[src/rtl/btn_debounce_pulse_pkg.sv]
// Shared definitions for the push-button debouncer: FSM state encoding and
// counter sizing helpers used by the top level and the tick generator.
package btn_debounce_pulse_pkg;

    typedef enum logic [1:0] {
        IDLE         = 2'd0,
        PRESS_WAIT   = 2'd1,
        HELD         = 2'd2,
        RELEASE_WAIT = 2'd3
    } btn_state_e;

    // Bits needed to hold values 0..max_val (never less than one bit).
    function automatic int cnt_width(input int unsigned max_val);
        return (max_val < 2) ? 1 : $clog2(max_val + 1);
    endfunction

    // Repeat counter reload so that later repeats come every `rate` ticks;
    // clamps at zero when the rate is not shorter than the initial delay.
    function automatic int unsigned repeat_reload(input int unsigned delay,
                                                  input int unsigned rate);
        return (rate >= delay) ? 0 : delay - rate;
    endfunction

endpackage

[src/rtl/btn_debounce_pulse_if.sv]
// Button-side signal bundle: raw input toward the debouncer, clean strobes back.
interface btn_debounce_pulse_if;
    logic BTN_IN;
    logic BTN_LEVEL;
    logic BTN_PULSE;
    logic BTN_RELEASE;

    modport master (
        output BTN_IN,
        input  BTN_LEVEL,
        input  BTN_PULSE,
        input  BTN_RELEASE
    );

    modport slave (
        input  BTN_IN,
        output BTN_LEVEL,
        output BTN_PULSE,
        output BTN_RELEASE
    );
endinterface

[src/rtl/btn_debounce_pulse_sample_tick_gen.sv]
// Free-running divider producing a one-cycle TICK every SAMPLE_DIV clocks;
// also shared with the display refresh logic.
module sample_tick_gen
    import btn_debounce_pulse_pkg::*;
#(
    parameter int unsigned SAMPLE_DIV = 250000
) (
    input  logic CLOCK,
    input  logic RESET,
    output logic TICK
);

    localparam int CW = cnt_width(SAMPLE_DIV - 1);
    localparam logic [CW-1:0] LAST = CW'(SAMPLE_DIV - 1);

    logic [CW-1:0] cnt_q;
    logic [CW-1:0] cnt_d;

    always_comb begin
        cnt_d = (cnt_q == LAST) ? '0 : cnt_q + 1'b1;
    end

    always_ff @(posedge CLOCK or posedge RESET) begin
        if (RESET) begin
            cnt_q <= '0;
        end else begin
            cnt_q <= cnt_d;
        end
    end

    assign TICK = (cnt_q == LAST);

endmodule

[src/rtl/btn_debounce_pulse.sv]
// Push-button conditioner: synchronise, sample on a slow tick, qualify with a
// four-state FSM, and emit a debounced level plus press/repeat/release strobes.
module btn_debounce_pulse
    import btn_debounce_pulse_pkg::*;
#(
    parameter int unsigned SAMPLE_DIV     = 250000,
    parameter int unsigned STABLE_SAMPLES = 4,
    parameter int unsigned REPEAT_DELAY   = 200,
    parameter int unsigned REPEAT_RATE    = 40
) (
    input  logic                 CLOCK,
    input  logic                 RESET,
    btn_debounce_pulse_if.slave  btn
);

    localparam int SW = cnt_width(STABLE_SAMPLES);
    localparam int RW = cnt_width(REPEAT_DELAY);
    localparam logic [SW-1:0] STABLE_LAST   = SW'(STABLE_SAMPLES);
    localparam logic [SW-1:0] STABLE_ONE    = SW'(1);
    localparam logic [RW-1:0] REPEAT_LAST   = RW'(REPEAT_DELAY);
    localparam logic [RW-1:0] REPEAT_RELOAD = RW'(repeat_reload(REPEAT_DELAY, REPEAT_RATE));
    localparam bit            REPEAT_EN     = (REPEAT_DELAY != 0);

    logic tick;
    logic sync1_q, sync2_q;

    btn_state_e    state_q, state_d;
    logic [SW-1:0] stable_q, stable_d, stable_inc;
    logic [RW-1:0] repeat_q, repeat_d, repeat_inc;
    logic          pulse_q, pulse_d;
    logic          release_q, release_d;
    logic          level_q, level_d;

    sample_tick_gen #(
        .SAMPLE_DIV (SAMPLE_DIV)
    ) u_tick (
        .CLOCK (CLOCK),
        .RESET (RESET),
        .TICK  (tick)
    );

    always_ff @(posedge CLOCK or posedge RESET) begin
        if (RESET) begin
            sync1_q <= 1'b0;
            sync2_q <= 1'b0;
        end else begin
            sync1_q <= btn.BTN_IN;
            sync2_q <= sync1_q;
        end
    end

    always_ff @(posedge CLOCK or posedge RESET) begin
        if (RESET) begin
            state_q   <= IDLE;
            stable_q  <= '0;
            repeat_q  <= '0;
            pulse_q   <= 1'b0;
            release_q <= 1'b0;
            level_q   <= 1'b0;
        end else begin
            state_q   <= state_d;
            stable_q  <= stable_d;
            repeat_q  <= repeat_d;
            pulse_q   <= pulse_d;
            release_q <= release_d;
            level_q   <= level_d;
        end
    end

    // Everything holds between ticks; strobes default low so they last one cycle.
    always_comb begin
        state_d    = state_q;
        stable_d   = stable_q;
        repeat_d   = repeat_q;
        pulse_d    = 1'b0;
        release_d  = 1'b0;
        stable_inc = stable_q + 1'b1;
        repeat_inc = repeat_q + 1'b1;

        if (tick) begin
            case (state_q)
                IDLE: begin
                    if (sync2_q) begin
                        state_d  = PRESS_WAIT;
                        stable_d = STABLE_ONE;
                    end
                end
                PRESS_WAIT: begin
                    if (sync2_q) begin
                        if (stable_inc == STABLE_LAST) begin
                            state_d  = HELD;
                            pulse_d  = 1'b1;
                            repeat_d = '0;
                            stable_d = '0;
                        end else begin
                            stable_d = stable_inc;
                        end
                    end else begin
                        state_d  = IDLE;
                        stable_d = '0;
                    end
                end
                HELD: begin
                    if (sync2_q) begin
                        if (REPEAT_EN) begin
                            if (repeat_inc == REPEAT_LAST) begin
                                pulse_d  = 1'b1;
                                repeat_d = REPEAT_RELOAD;
                            end else begin
                                repeat_d = repeat_inc;
                            end
                        end
                    end else begin
                        // repeat_q is left untouched so a release glitch resumes the cadence
                        state_d  = RELEASE_WAIT;
                        stable_d = STABLE_ONE;
                    end
                end
                RELEASE_WAIT: begin
                    if (!sync2_q) begin
                        if (stable_inc == STABLE_LAST) begin
                            state_d   = IDLE;
                            release_d = 1'b1;
                            stable_d  = '0;
                        end else begin
                            stable_d = stable_inc;
                        end
                    end else begin
                        state_d  = HELD;
                        stable_d = '0;
                    end
                end
                default: begin
                    state_d  = IDLE;
                    stable_d = '0;
                end
            endcase
        end

        level_d = (state_d == HELD) || (state_d == RELEASE_WAIT);
    end

    assign btn.BTN_LEVEL   = level_q;
    assign btn.BTN_PULSE   = pulse_q;
    assign btn.BTN_RELEASE = release_q;

endmodule

[src/flat_wrapper.sv]
// flat-port wrapper written by rule: the top's interface ports become plain ports
module btn_debounce_pulse_flat import btn_debounce_pulse_pkg::*;
#(
    parameter int unsigned SAMPLE_DIV     = 250000,
    parameter int unsigned STABLE_SAMPLES = 4,
    parameter int unsigned REPEAT_DELAY   = 200,
    parameter int unsigned REPEAT_RATE    = 40
)
  (CLOCK, RESET, btn_BTN_IN, btn_BTN_LEVEL, btn_BTN_PULSE, btn_BTN_RELEASE);
  btn_debounce_pulse_if btn_i ();
  input  logic CLOCK;
  input  logic RESET;
  input wire logic [$bits(btn_i.BTN_IN)-1:0] btn_BTN_IN;
  output wire logic [$bits(btn_i.BTN_LEVEL)-1:0] btn_BTN_LEVEL;
  output wire logic [$bits(btn_i.BTN_PULSE)-1:0] btn_BTN_PULSE;
  output wire logic [$bits(btn_i.BTN_RELEASE)-1:0] btn_BTN_RELEASE;
  assign btn_i.BTN_IN = btn_BTN_IN;
  assign btn_BTN_LEVEL = btn_i.BTN_LEVEL;
  assign btn_BTN_PULSE = btn_i.BTN_PULSE;
  assign btn_BTN_RELEASE = btn_i.BTN_RELEASE;
  btn_debounce_pulse #(.SAMPLE_DIV(SAMPLE_DIV), .STABLE_SAMPLES(STABLE_SAMPLES), .REPEAT_DELAY(REPEAT_DELAY), .REPEAT_RATE(REPEAT_RATE)) u_core (.CLOCK(CLOCK), .RESET(RESET), .btn(btn_i));
endmodule
[config.mk]
export PLATFORM = sky130hd
export DESIGN_NAME = btn_debounce_pulse_flat
export DESIGN_NICKNAME = d
export VERILOG_FILES = /design/src/rtl/btn_debounce_pulse_pkg.sv /design/src/rtl/btn_debounce_pulse_if.sv /design/src/rtl/btn_debounce_pulse_sample_tick_gen.sv /design/src/rtl/btn_debounce_pulse.sv /design/src/flat_wrapper.sv
export SDC_FILE = /design/constraint.sdc
export NUM_CORES = 1
export LEC_CHECK = 0
export ABC_AREA = 1
export BUFFER_PORTS_ARGS = -buffer_cell sky130_fd_sc_hd__buf_2
export CAP_MARGIN = 10
export CORE_MARGIN = 3
export CORE_UTILIZATION = 45
export CTS_CLUSTER_DIAMETER = 30
export DETAILED_ROUTE_END_ITERATION = 16
export SLEW_MARGIN = 20
export SYNTH_ARGS = -nofsm -noshare
export SYNTH_HDL_FRONTEND = slang
export SYNTH_SLANG_ARGS = --single-unit
[constraint.sdc]
create_clock -name CLOCK -period 3.16 [get_ports CLOCK]
set_input_delay 0.158 -clock CLOCK [delete_from_list [all_inputs] [get_ports CLOCK]]
set_output_delay 0.158 -clock CLOCK [all_outputs]
set_load 0.01 [all_outputs]
==> results by group <==
Outcome
  • Status: finished clean

GRT
  • Initial antenna violation count: 0
  • Largest net degree at the start of global routing: 37
  • First-pass GRT wire length: 7010 um
  • Total gr overflow: 0
  • Number of global-route vias before repair: 1529
  • GRT Total Usage: 0.1624

Logic synthesis
  • Synth area leader: dfrtp_1
  • Flops & latches, synth: 36
  • Mapped Area: 0.002151 mm2
  • Post-synth net total: 292
  • Yosys top cell area share: 0.4188
  • Top post-synthesis cells by area: dfrtp_1 42%, nand2_1 14%, inv_1 6.3%, ha_1 4.7%, nor2_1 4.2%
  • Synth cell types: 30
  • Mean Syn Cell Area: 7.654 um2
  • Sequential fraction of the synthesis area: 0.4188
  • Cells after synthesis: 281
  • YS warnings: 0

Floorplanning
  • Total die area: 0.005645 mm2
  • Top Ports: 6
  • Initial cell density of the core: 0.4807
  • Site Rows: 24
  • Core Area: 0.004474 mm2
  • Die W: 75.14 um
  • Die Height: 75.14 um

Drt
  • DR vias: 1725
  • Drt wl/cell: 11.45 um
  • DRC errors left: 0
  • Vias per cell: 4.957
  • DR iter-0 viols: 114
  • Antenna-violating nets left: 0
  • Total Wirelength: 3985 um
  • First-pass DRT Iterations: 4

Clocking
  • Skew-Pair Late Insertion Delay: 0.29 ns
  • CTS tree: built
  • Clock transition at path regs: 0.07 ns
  • CTS HTree Levels: 2
  • Post-CTS setup buffers: 0
  • Root Driver: clkbuf_8
  • CTS Buffer Depth: 2
  • Num CTS Buffers: 5
  • Clock tree sinks: 36

Timing
  • # setup viols final: 0
  • RSZ-0062 raised after global routing: false
  • Final min period: 1.710 ns
  • Maximum clock rate: 584.7 MHz
  • Fin. Hold Viols: 0
  • Pin slew with the least headroom to its limit: 0.4451 ns
  • Final slew viol count: 0
  • Final worst setup slack: 1.450 ns
  • Final worst-path cycle share: 0.5413
  • Slew HR: 0.7033
  • Final Skew: 0.004252 ns
  • TNS Setup: 0 ns

Worst setup path
  • Setup crit start kind: flop
  • CP max stage delay: 0.42 ns
  • Worst EP arrival: 1.94 ns
  • Slowest CP cell: dfrtp_1
  • Most frequent CP cell: nand2_1
  • FF-to-FF setup slack: 1.45 ns
  • Worst Setup Path Type: flop to flop
  • Worst setup EP type: flop
  • Reg2Reg Depth: 8
  • Crit Reg-Reg Endpoint: u_core.repeat_q[0]$_DFFE_PP0P_
  • Worst-path fanout max: 9
  • CP required: 3.39 ns
  • CP startpoint: u_core.stable_q[0]$_DFFE_PP0P_
  • Critical R2R Launch: u_core.stable_q[0]$_DFFE_PP0P_
  • Critical path cell sequence: ha_1 -> nand2_1 -> nand3_1 -> o21ai_2 -> nand2_4 -> nor2_8 -> nand3b_1 -> nand2_1

Job
  • Max-cap violations: 0

Worst hold path
  • Hold Path Cell Cnt: 0
  • Min-delay src: u_core.sync1_q$_DFF_PP0_
  • Min-Delay Path Class: flop to flop
  • Hold path endpoint: u_core.sync2_q$_DFF_PP0_

Layout
  • Share of cells above drive strength 1: 0.1250
  • Multi-input combinational cell area: 0.001072 mm2
  • Number of fill cells: 434
  • Nets: 306
  • Most common cell after layout, fill and taps aside: nand2_1
  • Most frequent cells in the layout: 83 x nand2_1, 36 x inv_1, 36 x dfrtp_1
  • Register area: 900.9 um2
  • Layout overhead on the synthesized area: 9.424%
  • Ant. Diodes: 0

Placed design
  • IO Port Bufs: 5
  • HPWL after detailed placement: 2982 um
  • Pre-CTS WS: 1.448 ns
  • Placer Congestion: 0.8918

Power and ir drop
  • Max VDD drop: 254.6 uV
  • Leakage: 1.286 nW
  • Cell Pwr Density: 349.1 mW/mm2
[state kept, by name, indices dropped and copies added, names as in the netlist]
signal / count
u_core.btn.BTN_PULSE: 1
u_core.btn.BTN_RELEASE: 1
u_core.state_q: 2
u_core.sync1_q: 1
u_core.repeat_q: 8
u_core.btn.BTN_LEVEL: 1
u_core.sync2_q: 1
u_core.stable_q: 3
u_core.u_tick.cnt_q: 18
[critical path, delay by kind of cell (launching register included)]
family,cells,cell delay [ns]
and+or+nand+nor,6,0.73
DFF,1,0.42
AOI/OAI and AO/OA,1,0.27
adders and majority gates,1,0.23
[power breakdown]
part,internal (W),leakage (nW),switching (W)
clock network,0.000178,0.0455,0.000166
registers,0.000462,0.484,0.00000159
logic,0.00000426,0.757,0.0000104
[worst max path at each step]
| stage | slack, ns | cells past startpoint | to |
|---|---|---|---|
| floorplan | 1.68 | 8 | u_core.repeat_q[0]$_DFFE_PP0P_ |
| global placement | 1.44 | 8 | u_core.repeat_q[0]$_DFFE_PP0P_ |
| detailed placement | 1.45 | 8 | u_core.repeat_q[0]$_DFFE_PP0P_ |
| CTS | 1.43 | 8 | u_core.repeat_q[0]$_DFFE_PP0P_ |
| global route | 1.25 | 9 | u_core.btn.BTN_PULSE$_DFF_PP0_ |
| finish | 1.45 | 8 | u_core.repeat_q[0]$_DFFE_PP0P_ |
[per-stage QoR]
stage                     hold slack (ns)  total power (W)  utilization  cells  area, um2
after floorplan                    0.1894        0.0004811            -    281       2151
after global placement             0.2679        0.0004861       0.5014    338       2243
after detailed placement           0.2673        0.0004862       0.5014    338       2243
after CTS                          0.3506        0.0008322       0.5260    348       2354
after global routing               0.3607        0.0008545       0.5260    348       2354
final                              0.3498        0.0008217       0.5260    348       2354
[cell usage after synthesis]
cell type,n
a21oi_1,8
buf_2,1
dfrtp_1,36
ha_1,8
inv_1,36
inv_2,10
nand2_1,83
nand2_2,2
nand2_4,1
nand3_1,17
nand3_4,1
nand3b_1,4
nand4_1,10
nand4_2,1
nor2_1,24
nor2_2,3
nor2_4,2
nor2_8,2
nor3_1,4
nor3_2,1
nor3b_2,1
nor4_1,1
o21a_1,1
o21ai_0,7
o21ai_1,5
o21ai_2,1
o21bai_1,1
o22ai_1,1
xnor2_1,1
xor2_1,8
[final cells by class]
cell class / count / area share
Multi-Input combinational cell: 198 / 0.4556
Sequential cell: 36 / 0.3828
Inverter: 46 / 0.07337
Clock buffer: 8 / 0.03828
Tap cell: 52 / 0.02764
Timing Repair Buffer: 8 / 0.02233
[timing repair]
item,4_1_cts,5_1_grt
hold buffers,2,0
resized for setup,0,0
hold endpoints to repair,37,0
[cells by family (layout without fill, tap and decap cells)]
| logic type | count (synthesis) | count (layout) | share of synthesized area |
|---|---|---|---|
| AO/OA/AOI/OAI | 24 | 24 | 0.06050 |
| buffers and inverters | 47 | 62 | 0.08261 |
| flip-flops | 36 | 36 | 0.4188 |
| AND/OR/NAND/NOR | 157 | 157 | 0.3549 |
| XOR/XNOR | 9 | 9 | 0.03665 |
| adder cells (fa/ha/maj) | 8 | 8 | 0.04654 |
[routing by layer]
layer	up-vias	global-route usage	share of wire
met5	-	0	0
met4	0	0.05243	0.0083
met1	776	0.2446	0.54
met2	28	0.2244	0.41
li1	917	-	-
met3	4	0.04406	0.040
Note: power is estimated with default switching activity, not from simulation.
